==> src/rtl/hazard_ctrl.sv <==
// Pipeline hazard controller: load-use interlock, branch flush,
// and data-memory wait handling with a bounded timeout.
module hazard_ctrl #(
    parameter int regindex = 5,
    parameter int TIMEOUT  = 255
) (
    input  logic                clk,
    input  logic                rst,
    input  logic [regindex-1:0] id_rs1,
    input  logic [regindex-1:0] id_rs2,
    input  logic                id_uses_rs1,
    input  logic                id_uses_rs2,
    input  logic [regindex-1:0] ex_rd,
    input  logic                ex_memread,
    input  logic                br_taken,
    input  logic                mem_req,
    input  logic                mem_ack,
    output logic                pc_en,
    output logic                ifid_en,
    output logic                idex_en,
    output logic                exmem_en,
    output logic                ifid_flush,
    output logic                idex_flush,
    output logic                mem_err,
    output logic [15:0]         stall_cnt,
    output logic                state_o
);

    typedef enum logic {
        RUN   = 1'b0,
        MWAIT = 1'b1
    } state_t;

    localparam logic [7:0] LIMIT = 8'(TIMEOUT - 1);

    state_t     state;
    state_t     state_d;
    logic [7:0] wcnt;
    logic [7:0] wcnt_d;
    logic       at_limit;
    logic       hold;
    logic       load_use;
    logic       rs1_hit;
    logic       rs2_hit;
    logic       tmo;

    assign at_limit = (state == MWAIT) && (wcnt == LIMIT);
    assign hold     = mem_req && !mem_ack && !at_limit;
    assign tmo      = at_limit && mem_req && !mem_ack;

    assign rs1_hit  = id_uses_rs1 && (id_rs1 == ex_rd);
    assign rs2_hit  = id_uses_rs2 && (id_rs2 == ex_rd);
    assign load_use = ex_memread && (ex_rd != '0) && (rs1_hit || rs2_hit);

    assign state_o  = (state == MWAIT);

    // Enables and flushes: reset, then memory hold, then branch,
    // then load-use; a branch seen while held waits for the exit cycle.
    always_comb begin
        pc_en      = 1'b1;
        ifid_en    = 1'b1;
        idex_en    = 1'b1;
        exmem_en   = 1'b1;
        ifid_flush = 1'b0;
        idex_flush = 1'b0;
        if (rst) begin
            pc_en      = 1'b0;
            ifid_en    = 1'b0;
            idex_en    = 1'b0;
            exmem_en   = 1'b0;
            ifid_flush = 1'b1;
            idex_flush = 1'b1;
        end else if (hold) begin
            pc_en      = 1'b0;
            ifid_en    = 1'b0;
            idex_en    = 1'b0;
            exmem_en   = 1'b0;
        end else if (br_taken) begin
            ifid_flush = 1'b1;
            idex_flush = 1'b1;
        end else if (load_use) begin
            pc_en      = 1'b0;
            ifid_en    = 1'b0;
            idex_flush = 1'b1;
        end
    end

    always_comb begin
        state_d = state;
        wcnt_d  = wcnt;
        if (hold) begin
            state_d = MWAIT;
            wcnt_d  = (state == RUN) ? 8'd1 : wcnt + 8'd1;
        end else begin
            state_d = RUN;
            wcnt_d  = 8'd0;
        end
    end

    always_ff @(posedge clk) begin
        if (rst) begin
            state <= RUN;
            wcnt  <= 8'd0;
        end else begin
            state <= state_d;
            wcnt  <= wcnt_d;
        end
    end

    always_ff @(posedge clk) begin
        if (rst) begin
            mem_err <= 1'b0;
        end else if (tmo) begin
            mem_err <= 1'b1;
        end
    end

    always_ff @(posedge clk) begin
        if (rst) begin
            stall_cnt <= 16'd0;
        end else if (!pc_en && (stall_cnt != 16'hFFFF)) begin
            stall_cnt <= stall_cnt + 16'd1;
        end
    end

endmodule

==> config.mk <==
export PLATFORM = sky130hd
export DESIGN_NAME = hazard_ctrl
export DESIGN_NICKNAME = d
export VERILOG_FILES = /design/src/rtl/hazard_ctrl.sv
export SDC_FILE = /design/constraint.sdc
export NUM_CORES = 1
export LEC_CHECK = 0
export BUFFER_PORTS_ARGS = -buffer_cell sky130_fd_sc_hd__buf_2
export CAP_MARGIN = 10
export CORE_UTILIZATION = 44
export DETAILED_ROUTE_END_ITERATION = 8
export GPL_TIMING_DRIVEN = 1
export PLACE_DENSITY = 0.74
export SLEW_MARGIN = 0
export SYNTH_ARGS = -nofsm -noshare
export SYNTH_HDL_FRONTEND = slang
export SYNTH_SLANG_ARGS = --single-unit
==> constraint.sdc <==
create_clock -name clk -period 2.1 [get_ports clk]
set_input_delay 0.42 -clock clk [delete_from_list [all_inputs] [get_ports clk]]
set_output_delay 0.42 -clock clk [all_outputs]
set_load 0.02 [all_outputs]
==> results_tabular.tex <==
\begin{tabular}{lr}
\hline
Metric & Value \\
\hline
\multicolumn{2}{l}{\textbf{Status}} \\
\quad Outcome & complete, but fails checks \\
\quad Violated checks & setup timing \\
\multicolumn{2}{l}{\textbf{Global routing}} \\
\quad Sum of overflow across all layers after global routing & 0 \\
\quad Pin count of the biggest net entering global routing & 20 \\
\quad First-pass GRT wire length & between 6 and 7 mm \\
\quad Total routing resource utilization after global routing & 0.244 \\
\quad Vias in the first global route & 1447 \\
\quad Initial antenna violation count & 0 \\
\multicolumn{2}{l}{\textbf{STA}} \\
\quad Final clock skew & roughly 0.0091 ns \\
\quad Clock period minus final worst setup slack & 2.14 ns \\
\quad Max\_slew headroom & 0.779 \\
\quad Setup violation total in the final timing report & 3 \\
\quad Measured slew at the worst slew-check pin & about 0.33 ns \\
\quad Post-layout worst setup margin & -0.0409 ns \\
\quad Setup repair after global routing missed its margin & true \\
\quad Final critical-path share of the clock period & 1.02 \\
\quad Number of max-slew violations in the final report & 0 \\
\quad Endpoints failing hold & 0 \\
\quad Achievable clock frequency & approximately 0.47 GHz \\
\multicolumn{2}{l}{\textbf{Floorplan}} \\
\quad Width of the chip & 58.2 µm \\
\quad Site row count & 20 \\
\quad Num ports & between 40 and 50 \\
\quad Initial Utilization & 0.459 \\
\quad Vert. Die Dim & 58.2 µm \\
\quad Overall die area & approximately 3400 µm² \\
\quad Core box area & a little over 3000 µm² \\
\multicolumn{2}{l}{\textbf{Clock network}} \\
\quad Clock latency on the worst-skew pair & between 0.3 and 0.4 ns \\
\quad Clock transition time at the flip-flop clock pins of the worst setup and hold paths & 0.15 ns \\
\quad Maximum root-to-sink buffer count & 2 \\
\quad Cell at the root of the clock tree & sky130\_fd\_sc\_hd\_\_clkbuf\_4 \\
\quad Number of buffers added by the clock tree synthesis step & 3 \\
\quad Maximum level of the CTS H-tree & 1 \\
\quad Clock tree from TritonCTS & built \\
\quad Hold-fix buffers at CTS & 0 \\
\quad Clock tree sinks & 26 \\
\multicolumn{2}{l}{\textbf{Yosys}} \\
\quad Biggest area consumer among synthesized cells & sky130\_fd\_sc\_hd\_\_dfxtp\_1 \\
\quad EDFF count, synth & 0 \\
\quad Combined area of all synthesized cells & $\sim$1400 µm² \\
\quad Number of flip-flops and latches in the synthesized netlist & 26 \\
\quad Ranking of synthesized cells by area & sky130\_fd\_sc\_hd\_\_dfxtp\_1 37\%, sky130\_fd\_sc\_hd\_\_xnor2\_1 8.2\%, sky130\_fd\_sc\_hd\_\_nor2\_1 5.7\% \\
\quad Gate Count Post-Synth & about 170 \\
\quad Async set or reset register ratio after synthesis & 0 \\
\quad Count of different cell masters after synthesis & 35 \\
\quad Number of warnings issued by yosys & 0 \\
\quad Post-Syn Nets & between 150 and 200 \\
\quad Flip-flop cell with the highest count after synthesis & sky130\_fd\_sc\_hd\_\_dfxtp\_1 \\
\quad Average cell area after synthesis & between 8 and 9 µm² \\
\quad Top-area cell type share of the netlist area & 0.374 \\
\quad Sequential fraction of the synthesis area & 0.374 \\
\multicolumn{2}{l}{\textbf{Worst setup path}} \\
\quad Top delay family on crit path & compound AO/OA/AOI/OAI gates \\
\quad Delay contributed by the slowest stage of the critical path & roughly 0.36 ns \\
\quad Critical path start-end classification & flop to output pin \\
\quad Type of element capturing the critical path & output pin \\
\quad Critical Path RT & 1.68 ns \\
\quad Critical-path top delay cell & sky130\_fd\_sc\_hd\_\_dfxtp\_2 \\
\quad Crit path DAT & 1.72 ns \\
\quad Worst Path Buf+Inv & 2 \\
\quad Maximum net fanout on the critical path & 3 \\
\quad Kind of start point of the critical path & flop \\
\quad Cell breakdown of the critical path & inv\_2 -> ha\_4 -> nand4\_1 -> o21ai\_2 -> and2\_4 -> a21boi\_4 -> buf\_6 \\
\multicolumn{2}{l}{\textbf{Cells and area}} \\
\quad Core occupancy in the finished layout & 0.664 \\
\quad Total non-filler cell area in the finished layout & approximately 2000 µm² \\
\quad Post-layout net count & about 270 \\
\quad Highest-count cells in the layout ignoring fill and taps & 40 x sky130\_fd\_sc\_hd\_\_buf\_2, 28 x sky130\_fd\_sc\_hd\_\_buf\_4, 23 x sky130\_fd\_sc\_hd\_\_dfxtp\_1 \\
\quad Share of cells above drive strength 1 & 0.393 \\
\quad Most common cell after layout, fill and taps aside & sky130\_fd\_sc\_hd\_\_buf\_2 \\
\quad Area Overhead vs Synth & 44.6\% \\
\quad Filler cell count & around 280 \\
\quad Ant. Diodes & 0 \\
\multicolumn{2}{l}{\textbf{Drt}} \\
\quad Via count normalized by instance count & between 5 and 6 \\
\quad Remaining routing DRC violations & 0 \\
\quad Iteration-0 DRC count of the detailed router & 52 \\
\quad Wire length reported by the detailed router & 3.80 mm \\
\quad Count of vias placed by the detailed router & about 1.5k \\
\quad Routed Antenna Nets & 0 \\
\quad Post-DR wirelength/cell & approximately 13 µm \\
\quad Detailed-router iteration count before antenna repair & 4 \\
\multicolumn{2}{l}{\textbf{Pwr}} \\
\quad Sw power & between 0.0002 and 0.0003 W \\
\quad Cell-internal power & roughly 0.00078 W \\
\quad Total leakage power & roughly 0.81 nW \\
\quad Switching share of power & 0.246 \\
\quad Worst ir drop on vdd & $\sim$0.4 mV \\
\quad Power per standard cell area & $\sim$500 nW/µm² \\
\quad Combinational cell fraction of total power & 0.172 \\
\quad Sequential Power Share & 0.490 \\
\quad Part of the total power dissipated in the clock network & 0.338 \\
\multicolumn{2}{l}{\textbf{Hold path}} \\
\quad Path type of the worst min-delay path & input port to flop \\
\multicolumn{2}{l}{\textbf{Place}} \\
\quad Placed wire-length estimate & roughly 2.5 mm \\
\quad Routability Congestion & around 0.81 \\
\quad Count of input and output buffers & 46 \\
\quad Cell area after placement & approximately 1800 µm² \\
\multicolumn{2}{l}{\textbf{Job}} \\
\quad Max-cap violations & 0 \\
\hline
\end{tabular}
worst paths after layout:
path              endpoint     from  slack [ns]  cells past startpoint
max                ifid_en  wcnt[0]       -0.04                      7
min           stall_cnt[9]      rst        0.40                      3
max reg2reg  stall_cnt[13]  wcnt[0]        0.04                     10
min reg2reg        wcnt[0]  state_o        0.52                      1
area by class of cell:
class	count	area [µm²]	area share
Tap cell	44	55.1	0.0274
Inverter	5	18.8	0.00934
Multi-Input combinational cell	131	858	0.427
Timing Repair Buffer	76	500	0.249
Sequential cell	26	524	0.261
Clock inverter	1	30.0	0.0149
Clock buffer	3	22.5	0.0112
power groups by stage:
stage,logic [W],clock network (W),registers (W)
final,0.000177,0.000350,0.000506
after floorplan,0.0000835,0,0.000528
after detailed placement,0.000160,0,0.000517
after CTS,0.000171,0.000357,0.000506
after global routing,0.000192,0.000380,0.000508
after global placement,0.000158,0,0.000517
timing repair:
| action | 4_1_cts | 5_1_grt |
|---|---|---|
| endpoints found under the hold margin | 0 | 0 |
| endpoints found under the setup margin | 6 | 12 |
| buffers inserted | 13 | 1 |
| pin swaps | 3 | 7 |
| resized for setup | 12 | 16 |
cell usage after synthesis, drive strengths merged (3+ instances only):
library cell and count:
buf 4, xnor2 13, a21oi 15, o21ai 10, or3 8, xor2 4, ha 3, dfxtp 26
inv 5, nand2 7, nand3 15, nor2 21, and3 3, or4 4, nand4 8, o31ai 3
registers in the layout, summed over array words and instances (netlist names):
register,cells
mem_err,1
stall_cnt,16
state_o,1
wcnt,8
cell families (layout without fill, tap and decap cells):
family,after synthesis,in the layout,share of synthesized area
AND/OR/NAND/NOR,74,74,0.271
multiplexers,2,2,0.0153
buffers and inverters,11,85,0.0486
adder cells (fa/ha/maj),3,3,0.0270
flip-flops,26,26,0.374
AO/OA/AOI/OAI,35,35,0.157
XOR/XNOR,17,17,0.107
metrics by stage:
| stage | setup slack [ns] | std cells | hold slack (ns) | power [W] | setup TNS, ns |
|---|---|---|---|---|---|
| finish | -0.0409 | 286 | 0.395 | 0.00103 | -0.0903 |
| detailed placement | -0.0487 | 269 | 0.459 | 0.000676 | -0.0824 |
| floorplan | 0.0375 | 168 | 0.472 | 0.000611 | 0 |
| global route | -0.135 | 286 | 0.378 | 0.00108 | -0.558 |
| CTS | -0.0149 | 286 | 0.376 | 0.00103 | -0.0298 |
| global placement | -0.0342 | 269 | 0.448 | 0.000675 | -0.0526 |
per-layer routing:
layer,GRT usage,up-vias,share of wire
li1,-,757,-
met1,0.289,677,0.43
met4,0.0408,0,0.0071
met3,0.0469,5,0.029
met2,0.456,31,0.53
met5,0,-,0
worst min-delay path, stage by stage:
cell,delay (ns)
sky130_fd_sc_hd__buf_2,0.09
sky130_fd_sc_hd__inv_1,0.08
sky130_fd_sc_hd__o21a_1,0.11
Power figures use the tool's default switching activity.
